--- src/rtl/issue_queue_if.sv ---
// Decoder/launch-side handshake bundle for the dual-issue instruction queue.
interface issue_queue_if #(
    parameter int DEPTH = 8,
    parameter int PC_W  = 32,
    parameter int DC_W  = 67
);
    localparam int CW = $clog2(DEPTH) + 1;

    logic            flush;
    logic            in1_valid;
    logic [PC_W-1:0] in1_pc;
    logic [PC_W-1:0] in1_npc;
    logic [DC_W-1:0] in1_decodeout;
    logic            in2_valid;
    logic [PC_W-1:0] in2_pc;
    logic [PC_W-1:0] in2_npc;
    logic [DC_W-1:0] in2_decodeout;
    logic            in_ready;
    logic            out1_valid;
    logic [PC_W-1:0] out1_pc;
    logic [PC_W-1:0] out1_npc;
    logic [DC_W-1:0] out1_decodeout;
    logic            out2_valid;
    logic [PC_W-1:0] out2_pc;
    logic [PC_W-1:0] out2_npc;
    logic [DC_W-1:0] out2_decodeout;
    logic [3:0]      launch_flag;
    logic [CW-1:0]   count;

    modport master (
        output flush, in1_valid, in1_pc, in1_npc, in1_decodeout,
               in2_valid, in2_pc, in2_npc, in2_decodeout, launch_flag,
        input  in_ready, out1_valid, out1_pc, out1_npc, out1_decodeout,
               out2_valid, out2_pc, out2_npc, out2_decodeout, count
    );

    modport slave (
        input  flush, in1_valid, in1_pc, in1_npc, in1_decodeout,
               in2_valid, in2_pc, in2_npc, in2_decodeout, launch_flag,
        output in_ready, out1_valid, out1_pc, out1_npc, out1_decodeout,
               out2_valid, out2_pc, out2_npc, out2_decodeout, count
    );
endinterface

--- src/rtl/issue_queue.sv ---
// Dual-issue in-order instruction queue: 2-wide push from decode, 0/1/2 retire per cycle.
// Define ISSUE_QUEUE_BYPASS_EN to let an empty queue forward decoder inputs straight to launch.
module issue_queue #(
    parameter int DEPTH = 8,
    parameter int PC_W  = 32,
    parameter int DC_W  = 67
) (
    input logic        clk,
    input logic        rst,
    issue_queue_if.slave q
);
    localparam int AW = $clog2(DEPTH);
    localparam int CW = AW + 1;
    localparam int EW = 2 * PC_W + DC_W;

    logic [EW-1:0] mem [DEPTH];
    logic [AW-1:0] head, tail;
    logic [CW-1:0] count;

    logic          in_ready;
    logic [EW-1:0] ent1, ent2, cmp0, cmp1;
    logic [EW-1:0] rd1, rd2, wr0, wr1;
    logic [1:0]    n_push, n_pop, n_wr, head_adv;
    logic          v1, v2, pop1, pop2, byp, accept;

    always_comb begin
        in_ready = (count <= CW'(DEPTH - 2));
        ent1     = {q.in1_pc, q.in1_npc, q.in1_decodeout};
        ent2     = {q.in2_pc, q.in2_npc, q.in2_decodeout};
        // Compaction: a lone in2 is treated as the first instruction of the pair.
        cmp0     = q.in1_valid ? ent1 : ent2;
        cmp1     = ent2;
        n_push   = {1'b0, q.in1_valid} + {1'b0, q.in2_valid};

        rd1 = mem[head];
        rd2 = mem[head + AW'(1)];
        v1  = (count != '0);
        v2  = (count >= CW'(2));
        byp = 1'b0;
`ifdef ISSUE_QUEUE_BYPASS_EN
        if (count == '0 && !q.flush) begin
            byp = 1'b1;
            v1  = (n_push != 2'd0);
            v2  = (n_push == 2'd2);
            rd1 = cmp0;
            rd2 = cmp1;
        end
`endif

        // Slot 2 may only retire together with slot 1 to keep issue in order.
        pop1  = v1 & (q.launch_flag[3] | q.launch_flag[2]);
        pop2  = pop1 & v2 & (q.launch_flag[1] | q.launch_flag[0]);
        n_pop = {1'b0, pop1} + {1'b0, pop2};

        accept   = in_ready & ~q.flush;
        n_wr     = 2'd0;
        wr0      = cmp0;
        wr1      = cmp1;
        head_adv = n_pop;
        if (byp) begin
            // Bypassed instructions already launched are never stored.
            head_adv = 2'd0;
            n_wr     = n_push - n_pop;
            wr0      = (n_pop == 2'd0) ? cmp0 : cmp1;
        end else if (accept) begin
            n_wr = n_push;
        end
    end

    always_ff @(posedge clk or posedge rst) begin
        if (rst) begin
            head  <= '0;
            tail  <= '0;
            count <= '0;
        end else if (q.flush) begin
            head  <= '0;
            tail  <= '0;
            count <= '0;
        end else begin
            head  <= head + AW'(head_adv);
            tail  <= tail + AW'(n_wr);
            count <= count + CW'(n_wr) - CW'(head_adv);
        end
    end

    // Entry storage carries no reset; valid flags derive solely from count.
    always_ff @(posedge clk) begin
        if (n_wr != 2'd0) mem[tail] <= wr0;
        if (n_wr == 2'd2) mem[tail + AW'(1)] <= wr1;
    end

    assign q.in_ready       = in_ready;
    assign q.count          = count;
    assign q.out1_valid     = v1;
    assign q.out2_valid     = v2;
    assign q.out1_pc        = rd1[EW-1 -: PC_W];
    assign q.out1_npc       = rd1[DC_W +: PC_W];
    assign q.out1_decodeout = rd1[DC_W-1:0];
    assign q.out2_pc        = rd2[EW-1 -: PC_W];
    assign q.out2_npc       = rd2[DC_W +: PC_W];
    assign q.out2_decodeout = rd2[DC_W-1:0];
endmodule
--- src/flat_wrapper.sv ---
// flat-port wrapper written by rule: the top's interface ports become plain ports
module issue_queue_flat 
#(
    parameter int DEPTH = 8,
    parameter int PC_W  = 32,
    parameter int DC_W  = 67
)
  (clk, rst, q_flush, q_in1_valid, q_in1_pc, q_in1_npc, q_in1_decodeout, q_in2_valid, q_in2_pc, q_in2_npc, q_in2_decodeout, q_launch_flag, q_in_ready, q_out1_valid, q_out1_pc, q_out1_npc, q_out1_decodeout, q_out2_valid, q_out2_pc, q_out2_npc, q_out2_decodeout, q_count);
  issue_queue_if #(.DEPTH(DEPTH), .PC_W(PC_W), .DC_W(DC_W)) q_i ();
  input logic clk;
  input logic rst;
  input wire logic [$bits(q_i.flush)-1:0] q_flush;
  input wire logic [$bits(q_i.in1_valid)-1:0] q_in1_valid;
  input wire logic [$bits(q_i.in1_pc)-1:0] q_in1_pc;
  input wire logic [$bits(q_i.in1_npc)-1:0] q_in1_npc;
  input wire logic [$bits(q_i.in1_decodeout)-1:0] q_in1_decodeout;
  input wire logic [$bits(q_i.in2_valid)-1:0] q_in2_valid;
  input wire logic [$bits(q_i.in2_pc)-1:0] q_in2_pc;
  input wire logic [$bits(q_i.in2_npc)-1:0] q_in2_npc;
  input wire logic [$bits(q_i.in2_decodeout)-1:0] q_in2_decodeout;
  input wire logic [$bits(q_i.launch_flag)-1:0] q_launch_flag;
  output wire logic [$bits(q_i.in_ready)-1:0] q_in_ready;
  output wire logic [$bits(q_i.out1_valid)-1:0] q_out1_valid;
  output wire logic [$bits(q_i.out1_pc)-1:0] q_out1_pc;
  output wire logic [$bits(q_i.out1_npc)-1:0] q_out1_npc;
  output wire logic [$bits(q_i.out1_decodeout)-1:0] q_out1_decodeout;
  output wire logic [$bits(q_i.out2_valid)-1:0] q_out2_valid;
  output wire logic [$bits(q_i.out2_pc)-1:0] q_out2_pc;
  output wire logic [$bits(q_i.out2_npc)-1:0] q_out2_npc;
  output wire logic [$bits(q_i.out2_decodeout)-1:0] q_out2_decodeout;
  output wire logic [$bits(q_i.count)-1:0] q_count;
  assign q_i.flush = q_flush;
  assign q_i.in1_valid = q_in1_valid;
  assign q_i.in1_pc = q_in1_pc;
  assign q_i.in1_npc = q_in1_npc;
  assign q_i.in1_decodeout = q_in1_decodeout;
  assign q_i.in2_valid = q_in2_valid;
  assign q_i.in2_pc = q_in2_pc;
  assign q_i.in2_npc = q_in2_npc;
  assign q_i.in2_decodeout = q_in2_decodeout;
  assign q_i.launch_flag = q_launch_flag;
  assign q_in_ready = q_i.in_ready;
  assign q_out1_valid = q_i.out1_valid;
  assign q_out1_pc = q_i.out1_pc;
  assign q_out1_npc = q_i.out1_npc;
  assign q_out1_decodeout = q_i.out1_decodeout;
  assign q_out2_valid = q_i.out2_valid;
  assign q_out2_pc = q_i.out2_pc;
  assign q_out2_npc = q_i.out2_npc;
  assign q_out2_decodeout = q_i.out2_decodeout;
  assign q_count = q_i.count;
  issue_queue #(.DEPTH(DEPTH), .PC_W(PC_W), .DC_W(DC_W)) u_core (.clk(clk), .rst(rst), .q(q_i));
endmodule
--- config.mk ---
export PLATFORM = sky130hd
export DESIGN_NAME = issue_queue_flat
export DESIGN_NICKNAME = d
export VERILOG_FILES = /design/src/rtl/issue_queue_if.sv /design/src/rtl/issue_queue.sv /design/src/flat_wrapper.sv
export SDC_FILE = /design/constraint.sdc
export NUM_CORES = 2
export LEC_CHECK = 0
export BUFFER_PORTS_ARGS = -buffer_cell sky130_fd_sc_hd__buf_2
export CAP_MARGIN = 20
export CORE_MARGIN = 3
export CORE_UTILIZATION = 41
export DETAILED_ROUTE_END_ITERATION = 7
export GPL_TIMING_DRIVEN = 0
export PLACE_DENSITY = 0.66
export SETUP_SLACK_MARGIN = 0.02
export SLEW_MARGIN = 20
export SYNTH_ARGS = -nofsm -noshare
export SYNTH_HDL_FRONTEND = slang
export SYNTH_SLANG_ARGS = --single-unit
--- constraint.sdc ---
create_clock -name clk -period 25.3 [get_ports clk]
set_clock_uncertainty 0.1 [all_clocks]
set_input_delay 1.265 -clock clk [delete_from_list [all_inputs] [get_ports clk]]
set_output_delay 1.265 -clock clk [all_outputs]
set_load 0.01 [all_outputs]
==> flow_summary.toml <==
[place]
hpwlAfterDp_mm = 147
io_buffers = 539
globalplace.congestion = 0.797
post-place-ws_ps = 19760

[yosys]
syn_nets = 3680
yosysTopAreaCell = "edfxtp_1"
synth_cells = 3393
avgSynthCellArea_um2 = 18.4
synth_edf_count = 1048
ys_top_cells_by_area = "edfxtp_1, mux2_2, mux4_2"
ys_seq_area_share_pct = 50.7
synth_top_cell_area_share_pct = 50.3
syn_area_um2 = 62600
synth-main-ff-cell = "edfxtp_1"
synthArstFlopShare_pct = 0.945
ys_warn_count = 0
synth_seq_cells = 1058
ys_types = 36

[clocking]
cts_buffers = 116
path_clk_slew_ps = 60
post_cts.repair.setup_buffers = 0
cts_tree = "yes"
cts.path.max_buffers = 3
clkLatencyLatePin_ps = 750
cts_htree_levels = 3
cts_resized = 0
clockRootBuffer = "clkbuf_16"
holdBufCountCts = 0
clock_sinks = 1058

[floorplan]
fp.dieW_um = 397
rows = 142
coreArea_um2 = 151000
initial_core_util_pct = 41.5
pin_count = 540
die_h_um = 397
design.die.area_um2 = 157000

[critical_path]
cp_num_buf_inv = 5
cp_slowest_stage_delay_ps = 860
crit_family = "buffers and inverters"
endpoint_kind = "output pin"
cp-start-kind = "flip-flop"
path_cells = "buf_2, buf_2, clkbuf_2, clkbuf_1, mux4_2, mux2_2, buf_2"
cp_slowest_cell = "clkbuf_1"
crit_fanout = 10
crit_top_cell = "buf_2"
cp.required_ps = 23930
timing.critical_path.arrival_ps = 4650
critPathKind = "flip-flop to output pin"

[final_layout]
layout_commonest_cell = "mux2_2"
final_cell_mix = "mux2_2, edfxtp_1, buf_2"
seq_area_um2 = 31700
nets = 4427
multiInputGateArea_um2 = 29300
utilization_pct = 49.2
area_growth_pct = 18.6
drive_gt1_share_pct = 69.9
n_fill_cell = 12700

[global_routing]
gr-total-overflow = 0
antenna_found_initial = 64
grt_pass1_vias = 39800
grt_max_degree = 19
grt_usage_pct = 26.8
grt_pass1_wl_mm = 299

[sta]
rsz0062_at_grt = "false"
drv_slew = 0
tightest_slew_ps = 1130
setup_viol = 0
fin_crit_sh_pct = 23.8
finalWorstSetupSlack_ps = 19280
post-route-min-period_ps = 6020
max_freq_mhz = 166
max_slew_margin_pct = 24.0
hold_viol_final = 0

[job]
drv_cap = 0

[routing]
drt_wl_total_mm = 215
drc = 0
vias = 38600
firstDrtPassIters = 5
ant_nets = 0
avgViaCountPerCell = 6.14
initialDrtViolationCount = 4615
routedWlPerCell_um = 34.1

[run_status]
status = "finished, final reports clean"

[power]
ir_drop_mv = 0.0669
p_per_area_nw_per_um2 = 91.4
leakage_nw = 25.3

[worst_hold_path]
hp-class = "primary input to async pin"
## worst register-to-register path: cells and delay by family, from the launching register on
family | cells | cell delay, ps
DFF | 1 | 390
adders and majority gates | 1 | 190
and+or+nand+nor | 2 | 1170
buffers and inverters | 8 | 2180
AOI/OAI and AO/OA | 2 | 540
## flip-flops by register name, indices dropped and copies added, names as in the netlist
| signal | count |
|---|---|
| u_core.head | 3 |
| u_core.mem | 1048 |
| u_core.q.count | 4 |
| u_core.tail | 3 |
## final cells by class
cell class | instances | share of cell area [%]
inverters | 14 | 0.0708
plain buffers | 279 | 2.14
flip-flops and latches | 1058 | 42.8
clock buffers | 138 | 4.11
multi-input cells | 2042 | 39.5
diodes | 38 | 0.128
well taps | 2016 | 3.40
repair buffers | 629 | 6.69
clock inverters | 76 | 1.16
## layer usage
layer  GRT usage (%)  wire length [um]  share of wire [%]
met1            35.4             83700                 39
met2            42.9            102000                 48
met3            6.03             19900                9.3
met4            11.2              8510                4.0
met5               0               145              0.068
## final timing paths
kind	start	to	slack, ps	cells past startpoint
max in group asynchronous	rst	u_core.tail[1]	24310	2
setup / recovery	u_core.head[0]	q_out1_decodeout[52]	19280	7
hold reg to reg	u_core.head[0]	u_core.head[0]	570	2
hold / removal	rst	u_core.q.count[3]	490	2
min in group clk	u_core.head[0]	u_core.head[0]	570	2
setup reg to reg	u_core.q.count[3]	u_core.mem[6][48]	20410	13
## power by group
| part | switching, mW | leakage [nW] | internal [mW] |
|---|---|---|---|
| combinational | 1.59 | 13.8 | 1.34 |
| sequential | 0.0326 | 9.61 | 2.03 |
| clock | 0.742 | 1.90 | 1.04 |
| total | 2.37 | 25.3 | 4.41 |
## cells in the mapped netlist, types with 2 or more instances
cell type and number:
buf_2 73, buf_4 32, mux2_2 1283, ha_1 12
mux4_2 524, nor2_1 8, xnor2_1 4, or3_1 2
xor2_1 3, dfrtp_1 10, a21o_1 2, fa_1 4
nor3_2 4, a21oi_1 2, or2_1 4, mux2_4 158
edfxtp_1 1048, o21ai_0 4, nor2b_1 6, clkbuf_1 89
o21bai_1 4, nand2_1 5, nand2b_1 3, buf_6 37
inv_1 14, buf_1 48
## logic make-up (layout without fill, tap and decap cells)
logic type,count (synthesis),count (layout),synth area share (%)
compound gates,15,15,0.160
xor+xnor,7,7,0.0980
fa+ha+maj,16,16,0.368
buf+inv,293,1136,2.54
flops,1058,1058,50.7
mux,1965,1965,45.8
other cells,0,38,0
simple gates,39,39,0.370
## through the flow
stage	total power [mW]	TNS [ps]	instances	cell area (um^2)	hold WS [ps]
after floorplan	3.85	0	3393	62600	494
after global placement	5.03	-134160	5948	67800	543
after detailed placement	5.05	0	6038	70200	567
after CTS	6.83	0	6252	74100	409
after global routing	7.02	0	6272	74100	476
final	6.78	0	6290	74200	494
No activity file was read; power rests on OpenSTA's default activity.
